<file path="config.mk">
export PLATFORM = sky130hd
export DESIGN_NAME = cong_don_nhan_cong
export DESIGN_NICKNAME = d
export VERILOG_FILES = /design/src/rtl/cong_don_nhan_cong.sv
export SDC_FILE = /design/constraint.sdc
export NUM_CORES = 1
export LEC_CHECK = 0
export BUFFER_PORTS_ARGS = -buffer_cell sky130_fd_sc_hd__buf_4
export CAP_MARGIN = 20
export CORE_AREA = 2 2 64 66
export DETAILED_ROUTE_END_ITERATION = 10
export DIE_AREA = 0 0 66 68
export GPL_ROUTABILITY_DRIVEN = 0
export PLACE_DENSITY = 0.67
export SYNTH_ARGS = -nofsm -noshare
export SYNTH_HDL_FRONTEND = slang
export SYNTH_SLANG_ARGS = --single-unit
</file>
<file path="constraint.sdc">
create_clock -name clk -period 4.8 [get_ports clk]
set_input_delay 0.48 -clock clk [delete_from_list [all_inputs] [get_ports clk]]
set_output_delay 0.48 -clock clk [all_outputs]
set_load 0.02 [all_outputs]
</file>
<file path="src/rtl/cong_don_nhan_cong.sv">
// Frame accumulator downstream of nhan_cong: sums 9-bit beats until in_last, then holds the
// total, beat count and overflow flag until taken. Define CONG_DON_SATURATE_EN to clamp on overflow.
module cong_don_nhan_cong #(
  parameter int unsigned ACC_W = 16,
  parameter int unsigned CNT_W = 8
) (
  input  logic             clk,
  input  logic             rst_n,
  input  logic             in_valid,
  output logic             in_ready,
  input  logic [8:0]       in_data,
  input  logic             in_last,
  output logic             out_valid,
  input  logic             out_ready,
  output logic [ACC_W-1:0] out_sum,
  output logic [CNT_W-1:0] out_count,
  output logic             out_ovf
);

  localparam logic [ACC_W-1:0] SumMax = '1;
  localparam logic [CNT_W-1:0] CntMax = '1;

  typedef enum logic {StAcc, StHold} state_e;

  state_e           state_q, state_d;
  logic [ACC_W-1:0] sum_q, sum_d;
  logic [CNT_W-1:0] count_q, count_d;
  logic             ovf_q, ovf_d;

  logic             accept;
  logic             release_frame;
  logic [ACC_W:0]   add_full;
  logic             carry;

  // State register
  always_ff @(posedge clk or negedge rst_n) begin
    if (!rst_n) begin
      state_q <= StAcc;
    end else begin
      state_q <= state_d;
    end
  end

  // Next-state logic
  always_comb begin
    state_d = state_q;
    unique case (state_q)
      StAcc:   if (accept && in_last) state_d = StHold;
      StHold:  if (out_ready)         state_d = StAcc;
      default: state_d = StAcc;
    endcase
  end

  // Handshake outputs depend on state only, so out_ready never reaches in_ready combinationally
  always_comb begin
    in_ready  = 1'b0;
    out_valid = 1'b0;
    unique case (state_q)
      StAcc:   in_ready  = 1'b1;
      StHold:  out_valid = 1'b1;
      default: in_ready  = 1'b1;
    endcase
  end

  assign accept        = in_valid & in_ready;
  assign release_frame = out_valid & out_ready;

  assign add_full = {1'b0, sum_q} + {{(ACC_W - 8){1'b0}}, in_data};
  assign carry    = add_full[ACC_W];

  always_comb begin
    sum_d   = sum_q;
    count_d = count_q;
    ovf_d   = ovf_q;
    if (release_frame) begin
      sum_d   = '0;
      count_d = '0;
      ovf_d   = 1'b0;
    end else if (accept) begin
`ifdef CONG_DON_SATURATE_EN
      // Once clamped, the sum stays pinned at the maximum for the rest of the frame
      sum_d = (carry || ovf_q) ? SumMax : add_full[ACC_W-1:0];
`else
      sum_d = add_full[ACC_W-1:0];
`endif
      count_d = (count_q == CntMax) ? count_q : count_q + 1'b1;
      ovf_d   = ovf_q | carry;
    end
  end

  always_ff @(posedge clk or negedge rst_n) begin
    if (!rst_n) begin
      sum_q   <= '0;
      count_q <= '0;
      ovf_q   <= 1'b0;
    end else begin
      sum_q   <= sum_d;
      count_q <= count_d;
      ovf_q   <= ovf_d;
    end
  end

  assign out_sum   = sum_q;
  assign out_count = count_q;
  assign out_ovf   = ovf_q;

endmodule

</file>
==> flow_metrics.env, run 1 <==
export IMPL_grt_max_degree=27
export IMPL_ys_ff_latch=26
export IMPL_first_pass_iters=4
export IMPL_wire_per_inst_um=14.3
export IMPL_final_common_cell="buf_4"
export IMPL_die_h_um=68
export IMPL_synth_cells=172
export IMPL_setup_tns_ps=0
export IMPL_antenna_found_initial=0
export IMPL_diodes=0
export IMPL_syn_area_per_cell_um2=9.56
export IMPL_design_area_um2=2040
export IMPL_cap_violations=0
export IMPL_post_cts_resized=0
export IMPL_whs_ps=116
export IMPL_startpoint_type="flip-flop"
export IMPL_clk_latency_ps=270
export IMPL_reg2reg_from="out_sum[0]"
export IMPL_grt_pass1_vias=1367
export IMPL_finalSetupViolations=0
export IMPL_num_vias=1434
export IMPL_area_growth_pct=23.8
export IMPL_hold_class="primary input to async pin"
export IMPL_r2r_slack_ps=2550
export IMPL_postCtsSetupRepairBufs=0
export IMPL_crit_chain="ha_1 -> inv_1 -> fa_1 -> nand2b_1 -> a21oi_2 -> o41ai_2 -> a211oi_1 -> mux2i_1"
export IMPL_htreeDepth=1
export IMPL_ant_nets=0
export IMPL_leakagePower_nw=0.955
export IMPL_cts_tree="done"
export IMPL_worst_path_buf_inv=1
export IMPL_final_cell_mix="buf_4 (40), dfrtp_1 (26), nand2_1 (24), nor2_1 (11), ha_1 (10)"
export IMPL_ys_warn_count=0
export IMPL_max_stage_delay_ps=380
export IMPL_ys_async_sr_fraction=1.00
export IMPL_dp_cells=259
export IMPL_synth_edf_count=0
export IMPL_die_area_um2=4490
export IMPL_vdd_drop_max_v=0.000189
export IMPL_root_buffer="clkbuf_8"
export IMPL_hpwl_um=2850
export IMPL_ioPinCount=41
export IMPL_syn_area_um2=1640
export IMPL_layout_drive_gt1_share=0.259
export IMPL_first_iter_violations=68
export IMPL_row_count=23
export IMPL_cts_hold_fix_buffers=0
export IMPL_ff2ff_path_depth=8
export IMPL_syn_nets=197
export IMPL_period_needed_ps=2250
export IMPL_cpMaxStageDelayCell="dfrtp_1"
export IMPL_finalHoldViolCount=0
export IMPL_status="completed"
export IMPL_power_total_mw=1.07
export IMPL_ys_seq_area_frac=0.396
export IMPL_maxSlewViolCount=0
export IMPL_start_util=0.426
export IMPL_path_delay_family="compound AO/OA/AOI/OAI gates"
export IMPL_core_um2=3860
export IMPL_regToRegEndpoint="out_sum[14]"
export IMPL_viasPerCell=5.47
export IMPL_path_max_fanout=4
export IMPL_numPortBuffers=40
export IMPL_drc=0
export IMPL_grt_overflow=0
export IMPL_tightest_slew_ps=1040
export IMPL_power_density_nw_per_um2=527
export IMPL_fmax_ghz=0.445
export IMPL_drt_wl_total_um=3740
export IMPL_grt_pass1_wl_um=6240
export IMPL_nNetsFinal=239
export IMPL_clock_skew_ps=3.55
export IMPL_crit_arrival_ps=2450
export IMPL_clockBufferDepth=2
export IMPL_cp_required_ps=5000
export IMPL_finalCritPeriodShare=0.468
export IMPL_slew_headroom=0.307
export IMPL_rsz0062_at_grt="no"
export IMPL_cts_buffers=3
export IMPL_clk_pin_slew_worst_paths_ps=90
export IMPL_die_w_um=66
export IMPL_critPathKind="flip-flop to flip-flop"
export IMPL_ys_types=48
export IMPL_fill_cells=397
export IMPL_grt_usage=0.180
export IMPL_dpl_instance_area_um2=1990
export IMPL_synth_flop_cell="dfrtp_1"
export IMPL_crit_path_end_kind="flip-flop"
export IMPL_stdcell_count=262
export IMPL_cts_sinks=26
[layer usage]
metal,wire length (um),track usage,vias to the layer above
li1,-,-,721
met1,1740,0.232,681
met2,1820,0.312,28
met3,129,0.0263,4
met4,41,0.0587,0
met5,0,0,-
[per-stage QoR]
stage	util	setup slack, ps
floorplan	-	2610
global placement	0.517	2450
detailed placement	0.517	2370
CTS	0.528	2550
global route	0.528	2450
finish	0.528	2550
[worst reg2reg max path, cell delays in order (launching register included)]
cell and delay (ps):
dfrtp_1 380, ha_1 210, inv_1 70, fa_1 370, nand2b_1 200, a21oi_2 280
o41ai_2 150, a211oi_1 310, mux2i_1 210
[logic make-up (layout without fill, tap and decap cells)]
family / count (synthesis) / count (layout) / share of synthesized area
AO/OA/AOI/OAI: 51 / 51 / 0.236
XOR/XNOR: 6 / 6 / 0.0320
adder cells (fa/ha/maj): 11 / 11 / 0.0883
buffers and inverters: 11 / 51 / 0.0259
flip-flops: 26 / 26 / 0.396
multiplexers: 7 / 7 / 0.0426
AND/OR/NAND/NOR: 60 / 60 / 0.180
[power breakdown]
group | total (mW) | switching [mW] | internal [mW]
clock network | 0.122 | 0.0659 | 0.0563
registers | 0.353 | 0.0718 | 0.282
logic | 0.597 | 0.341 | 0.257
[final cells by class]
| cell class | count | area, um2 | share of cell area |
|---|---|---|---|
| Inverter | 8 | 30.0 | 0.0148 |
| Clock buffer | 3 | 41.3 | 0.0203 |
| Sequential cell | 26 | 651 | 0.320 |
| Multi-Input combinational cell | 135 | 951 | 0.467 |
| Tap cell | 50 | 62.6 | 0.0307 |
| Timing Repair Buffer | 40 | 300 | 0.148 |
[worst max-delay path by stage]
| stage | from | to | slack, ps | cells past startpoint |
|---|---|---|---|---|
| 2_1_floorplan | out_sum[0] | out_sum[14] | 2610 | 8 |
| 3_3_place_gp | in_data[0] | out_sum[14] | 2450 | 9 |
| 3_5_place_dp | in_data[0] | out_sum[14] | 2370 | 9 |
| 4_1_cts | out_sum[0] | out_sum[14] | 2550 | 8 |
| 5_1_grt | out_sum[0] | out_sum[14] | 2450 | 8 |
| 6_report | out_sum[0] | out_sum[14] | 2550 | 8 |
[sequential cells by signal, summed over array words and instances, names as in the netlist]
register / cells
out_count: 8
out_sum: 16
out_ovf: 1
state_q: 1
[synth_stat cells (2+ instances only)]
master / number / area [um2]
dfrtp_1: 26 / 651
nand2_1: 24 / 90.1
nor2_1: 11 / 41.3
ha_1: 10 / 125
o21ai_0: 9 / 45.0
a21oi_1: 8 / 40.0
inv_1: 8 / 30.0
mux2i_1: 7 / 70.1
nand4_1: 5 / 31.3
nand2b_1: 4 / 25.0
o21ai_2: 4 / 35.0
xor2_1: 4 / 35.0
a211oi_1: 3 / 22.5
a21o_1: 3 / 22.5
a22o_1: 2 / 17.5
a32o_1: 2 / 20.0
clkbuf_1: 2 / 7.51
nand3_1: 2 / 10.0
nor2b_1: 2 / 12.5
nor3_1: 2 / 10.0
o211ai_1: 2 / 15.0
o21a_1: 2 / 15.0
o21ai_1: 2 / 10.0
o21bai_1: 2 / 15.0
or3_1: 2 / 12.5
xnor2_1: 2 / 17.5
(Power assumes the default switching activity.)
==> inputs of run 2 (changes only) <==
--- a/config.mk
+++ b/config.mk
@@ -5,11 +5,12 @@
 export SDC_FILE = /design/constraint.sdc
 export NUM_CORES = 1
 export LEC_CHECK = 0
+export ABC_AREA = 1
 export BUFFER_PORTS_ARGS = -buffer_cell sky130_fd_sc_hd__buf_4
 export CAP_MARGIN = 20
-export CORE_AREA = 2 2 64 66
+export CORE_AREA = 2 2 67 69
 export DETAILED_ROUTE_END_ITERATION = 10
-export DIE_AREA = 0 0 66 68
+export DIE_AREA = 0 0 69 71
 export GPL_ROUTABILITY_DRIVEN = 0
 export PLACE_DENSITY = 0.67
 export SYNTH_ARGS = -nofsm -noshare
==> constraint.sdc (replaced) <==
create_clock -name clk -period 2.25 [get_ports clk]
set_input_delay 0.225 -clock clk [delete_from_list [all_inputs] [get_ports clk]]
set_output_delay 0.225 -clock clk [all_outputs]
set_load 0.02 [all_outputs]
==> run 2 against run 1 <==
  * Maximum frequency increased by 23%
  * Non-clock buffer count up 2
  * Worst setup slack got worse by 2100 ps
  * Clock skew barely moved
  * Routed wire length increased by 10%
  * Sequential power is 100% higher
  * Combinational power increased by 110%
  * Clock power increased to 3.2 times the previous value
  * Synthesized area is 11% higher
  * Power increased by 120%
==> flow_metrics.env, run 2 <==
export IMPL_grt_usage=0.173
export IMPL_synthSimpleGateAreaFrac=0.379
export IMPL_area_growth_pct=24.3
export IMPL_final_cell_mix="nand2_1 (87), buf_4 (41), inv_1 (27), dfrtp_1 (26), nor2_1 (22)"
export IMPL_synth_area_leader_cell="dfrtp_1"
export IMPL_grtUsageMet2=0.287
export IMPL_start_util=0.434
export IMPL_nNetsFinal=323
export IMPL_ys_types=31
export IMPL_drc=0
export IMPL_fill_cells=425
export IMPL_ioPinCount=41
export IMPL_clk_latency_ps=270
export IMPL_startpoint_type="flip-flop"
export IMPL_grtUsageMet3=0.0228
export IMPL_crit_path_end_kind="flip-flop"
export IMPL_synth_flop_cell="dfrtp_1"
export IMPL_ant_nets=0
export IMPL_ys_seq_area_frac=0.356
export IMPL_die_h_um=71
export IMPL_cpMaxStageDelayCell="dfrtp_1"
export IMPL_drt_wl_total_um=4120
export IMPL_fmax_ghz=0.547
export IMPL_status="completed"
export IMPL_max_stage_delay_ps=390
export IMPL_syn_area_um2=1830
export IMPL_htreeDepth=1
export IMPL_cap_violations=0
export IMPL_ys_async_sr_fraction=1.00
export IMPL_ys_top_cells_by_area="dfrtp_1 (36%), nand2_1 (18%), ha_1 (6.9%)"
export IMPL_synth_compound_area_share=0.0953
export IMPL_hold_class="primary input to flip-flop"
export IMPL_cts_buffers=3
export IMPL_dpl_instance_area_um2=2190
export IMPL_critPathKind="flip-flop to flip-flop"
export IMPL_synthTopCellsByCount="nand2_1 (87), inv_1 (27), dfrtp_1 (26)"
export IMPL_viasPerCell=4.92
export IMPL_slew_headroom=0.711
export IMPL_maxSlewViolCount=0
export IMPL_clockBufferDepth=2
export IMPL_cts_tree="done"
export IMPL_num_vias=1718
export IMPL_layout_drive_gt1_share=0.246
export IMPL_finalHoldViolCount=0
export IMPL_tightest_slew_ps=433
export IMPL_core_um2=4200
export IMPL_die_area_um2=4900
export IMPL_clk_pin_slew_worst_paths_ps=100
export IMPL_synth_edf_count=0
export IMPL_seqCellArea_um2=651
export IMPL_crit_chain="ha_1 -> inv_1 -> fa_1 -> inv_1 -> nand3_1 -> nand3_1 -> nand3_1 -> nand2_1 -> nand2_1 -> nand2_1 -> o21ai_1"
export IMPL_ys_ff_latch=26
export IMPL_vdd_drop_max_v=0.000597
export IMPL_synth_area_mux_share=0
export IMPL_multiInputGateArea_um2=1040
export IMPL_dp_slack_ps=467
export IMPL_wire_per_inst_um=11.8
export IMPL_crit_arrival_ps=2000
export IMPL_synth_cells=253
export IMPL_synth_most_common_cell="nand2_1"
export IMPL_cp_required_ps=2420
export IMPL_root_buffer="clkbuf_8"
export IMPL_finalSetupViolations=0
export IMPL_period_needed_ps=1830
export IMPL_cts_sinks=26
export IMPL_numPortBuffers=40
export IMPL_syn_area_per_cell_um2=7.22
export IMPL_final_common_cell="nand2_1"
export IMPL_die_w_um=69
export IMPL_grt_pass1_vias=1542
export IMPL_grt_max_degree=27
export IMPL_synth_top_area_share=0.356
export IMPL_first_pass_iters=5
export IMPL_synth_adder_area_share=0.0795
export IMPL_diodes=0
export IMPL_post_cts_resized=0
export IMPL_path_max_fanout=5
export IMPL_antenna_found_initial=0
export IMPL_hpwl_um=3120
export IMPL_top_usage_layer="met2"
export IMPL_leakagePower_nw=1.24
export IMPL_rsz0062_at_grt="no"
export IMPL_grt_util_met1=0.239
export IMPL_layout_setup_ws_ps=423
export IMPL_ys_warn_count=0
export IMPL_first_iter_violations=96
export IMPL_grt_overflow=0
export IMPL_setup_tns_ps=0
export IMPL_design_area_um2=2270
export IMPL_synth_top_family_by_area="simple AND/OR/NAND/NOR gates"
export IMPL_power_density_nw_per_um2=1040
export IMPL_syn_nets=278
export IMPL_largest_reg_flops=16
export IMPL_finalCritPeriodShare=0.812
export IMPL_row_count=24
export IMPL_synth_xor_xnor_area_share=0.0144
export IMPL_grt_pass1_wl_um=7000
export IMPL_clock_skew_ps=3.77
## run 2: final timing paths
| check | from | end | slack, ps | cells after the start |
|---|---|---|---|---|
| setup reg to reg | out_sum[0] | out_sum[8] | 420 | 11 |
| setup / recovery | out_sum[0] | out_sum[8] | 420 | 11 |
| hold reg to reg | out_sum[15] | out_sum[15] | 480 | 1 |
| min in group asynchronous | rst_n | out_sum[13] | 390 | 2 |
| hold / removal | in_last | state_q | 200 | 3 |
| max in group asynchronous | rst_n | out_sum[14] | 1600 | 2 |
## run 2: report_power, final
part / total [mW] / switching, mW / internal (mW) / leakage, nW
sequential: 0.721 / 0.135 / 0.586 / 0.345
combinational: 1.24 / 0.765 / 0.472 / 0.859
clock: 0.394 / 0.156 / 0.238 / 0.0357
## run 2: timing repair
action                                 in CTS  in global routing
hold buffers                                1                  0
setup buffers                               0                  0
endpoints found under the hold margin      26                  0
## run 2: stage by stage
step | util | total power, mW | cells | hold WS (ps)
after floorplan | - | 1.56 | 253 | -70.6
after global placement | 0.521 | 1.95 | 344 | 164
after detailed placement | 0.521 | 1.96 | 344 | 165
after CTS | 0.540 | 2.37 | 349 | 197
after global routing | 0.540 | 2.54 | 349 | 229
final | 0.540 | 2.35 | 349 | 197
## run 2: worst max-delay path, delay by kind of cell, from the launching register on
kind,cells,cell delay (ps)
adders and majority gates,2,570
buffers and inverters,2,210
and+or+nand+nor,6,480
AOI/OAI and AO/OA,1,60
DFF,1,390
## run 2: cell families after synthesis
logic type,after synthesis
simple gates,151
buf+inv,35
compound gates,27
flops,26
fa+ha+maj,11
xor+xnor,3
## run 2: area by class of cell
type,instances,area share
Clock inverter,1,0.0132
Clock buffer,3,0.0182
Timing Repair Buffer,42,0.140
Tap cell,52,0.0287
Inverter,33,0.0562
Multi-Input combinational cell,192,0.457
Sequential cell,26,0.287
## run 2: routing by layer
| metal | wire, um | vias to the layer above |
|---|---|---|
| met5 | 0 | - |
| met4 | 38 | 0 |
| met3 | 174 | 4 |
| met2 | 1910 | 36 |
| met1 | 2000 | 782 |
| li1 | - | 896 |
==> inputs of run 3 (changes only) <==
==> constraint.sdc (replaced) <==
create_clock -name clk -period 1.78 [get_ports clk]
set_input_delay 0.178 -clock clk [delete_from_list [all_inputs] [get_ports clk]]
set_output_delay 0.178 -clock clk [all_outputs]
set_load 0.02 [all_outputs]
==> run 3 against run 2 <==
  * Final cell count increased by 0.86%
  * Critical path depth decreased by 2
  * Non-clock buffer count is 3 higher
  * Sequential share of layout area fell by 0.60 points
  * Combinational power up 31%
  * Critical endpoint is now out_sum[11]
  * First-iteration DRC count down 36%
  * Sequential power rose by 26%
  * Critical path type unchanged
  * Count of clock-buffer cells in the layout did not move
  * Largest cell class unchanged
  * Sequential cell count stayed put
  * Highest routed layer unchanged
  * Cell area increased by 2.1%
  * Clock power is 29% higher
==> flow_metrics.env, run 3 (synthesis gave the netlist of run 2 again) <==
export IMPL_row_count=24
export IMPL_path_max_fanout=7
export IMPL_grt_pass1_vias=1605
export IMPL_die_area_um2=4900
export IMPL_crit_start="out_sum[3]"
export IMPL_clk_pin_slew_worst_paths_ps=100
export IMPL_r2r_slack_ps=130
export IMPL_regToRegEndpoint="out_sum[11]"
export IMPL_root_buffer="clkbuf_8"
export IMPL_reg2reg_from="out_sum[3]"
export IMPL_whs_ps=138
export IMPL_utilization=0.551
export IMPL_grt_max_degree=27
export IMPL_die_h_um=71
export IMPL_hpwl_um=3150
export IMPL_finalCritPeriodShare=0.924
export IMPL_cpMaxStageDelayCell="dfrtp_1"
export IMPL_layout_drive_gt1_share=0.273
export IMPL_largest_reg_flops=16
export IMPL_final_cell_mix="nand2_1 (87), buf_4 (44), inv_1 (26), dfrtp_1 (26), nor2_1 (22)"
export IMPL_num_vias=1728
export IMPL_vdd_drop_max_v=0.000594
export IMPL_ff2ff_path_depth=9
export IMPL_diodes=0
export IMPL_start_util=0.434
export IMPL_antenna_found_initial=0
export IMPL_area_growth_pct=27.0
export IMPL_grt_pass1_wl_um=7010
export IMPL_power_density_nw_per_um2=1320
export IMPL_drt_wl_total_um=4130
export IMPL_cp_required_ps=1960
export IMPL_first_pass_iters=4
export IMPL_cts_buffers=3
export IMPL_setup_tns_ps=0
export IMPL_startpoint_type="flip-flop"
export IMPL_finalSetupViolations=0
export IMPL_nNetsFinal=326
export IMPL_leakagePower_nw=1.25
export IMPL_grt_overflow=0
export IMPL_first_iter_violations=61
export IMPL_cts_sinks=26
export IMPL_core_um2=4200
export IMPL_wire_per_inst_um=11.7
export IMPL_tightest_slew_ps=423
export IMPL_numPortBuffers=40
export IMPL_critPathKind="flip-flop to flip-flop"
export IMPL_crit_path_end_kind="flip-flop"
export IMPL_htreeDepth=1
export IMPL_crit_arrival_ps=1820
export IMPL_viasPerCell=4.91
export IMPL_drc=0
export IMPL_crit_chain="ha_1 -> nand2_1 -> inv_1 -> nand2_1 -> nand2_1 -> nand2_1 -> nand3_2 -> a21oi_1 -> nor2_1"
export IMPL_slew_headroom=0.718
export IMPL_cts_tree="done"
export IMPL_endpoint="out_sum[11]"
export IMPL_max_stage_delay_ps=410
export IMPL_hold_class="primary input to flip-flop"
export IMPL_clock_skew_ps=4.69
export IMPL_maxSlewViolCount=0
export IMPL_cap_violations=0
export IMPL_status="completed"
export IMPL_ioPinCount=41
export IMPL_clockBufferDepth=2
export IMPL_critPathMostFrequentCell="nand2_1"
export IMPL_finalHoldViolCount=0
export IMPL_rsz0062_at_grt="no"
export IMPL_die_w_um=69
export IMPL_fmax_ghz=0.608
export IMPL_grt_usage=0.174
export IMPL_final_common_cell="nand2_1"
export IMPL_period_needed_ps=1650
export IMPL_ant_nets=0
export IMPL_clk_latency_ps=280
==> run 3: cell types whose count changed in the layout (fill, tap and decap cells not counted), sizes merged <==
cell	previous run	this run
buf	41	44
==> run 3: critical path: cells and delay by family (launching register included) <==
| kind | cells | cell delay [ps] |
|---|---|---|
| simple gates | 6 | 530 |
| flops | 1 | 410 |
| fa+ha+maj | 1 | 360 |
| compound gates | 1 | 180 |
| buf+inv | 1 | 70 |
==> run 3: how the worst min path moves through the flow <==
stage | slack [ps] | cells after the start | end | startpoint
after detailed placement | 110 | 1 | out_sum[15] | rst_n
after CTS | 140 | 3 | state_q | in_last
final | 140 | 3 | state_q | in_last
after floorplan | -120 | 0 | out_count[0] | rst_n
after global placement | 110 | 1 | out_sum[15] | rst_n
after global routing | 160 | 3 | state_q | in_last
==> run 3: metal layers <==
layer  part of all wire  up-vias  GRT usage
met5                  0        -          0
met4              0.013        0     0.0632
met3              0.049        6     0.0370
met2               0.46       35      0.283
met1               0.48      789      0.231
li1                   -      898          -
==> run 3: area by class of cell <==
| class | count | area, um2 |
|---|---|---|
| repair buffers | 45 | 340 |
| inverters | 33 | 128 |
| well taps | 52 | 65.1 |
| fillers | 436 | 1890 |
| multi-input cells | 192 | 1060 |
| clock buffers | 3 | 41.3 |
| clock inverters | 1 | 30.0 |
| flip-flops and latches | 26 | 651 |
==> run 3: where the power goes <==
part / switching [mW] / internal, mW
clock network: 0.207 / 0.301
registers: 0.171 / 0.741
logic: 0.985 / 0.646
total: 1.36 / 1.69
==> run 3: stage by stage <==
stage / cell area [um2] / worst slack, ps / std cells / power (mW)
floorplan: 1830 / 45.9 / 253 / 1.97
global placement: 2200 / 90.1 / 345 / 2.48
detailed placement: 2200 / 43.1 / 345 / 2.49
CTS: 2280 / 5.05 / 350 / 3.01
global route: 2320 / 12.3 / 352 / 3.28
finish: 2320 / 135 / 352 / 3.05
==> run 3: repair_timing <==
action	4_1_cts	5_1_grt
hold endpoints to repair	26	0
endpoints found under the setup margin	0	7
hold buffers	1	0
setup buffers	0	2
gates resized for setup	0	7
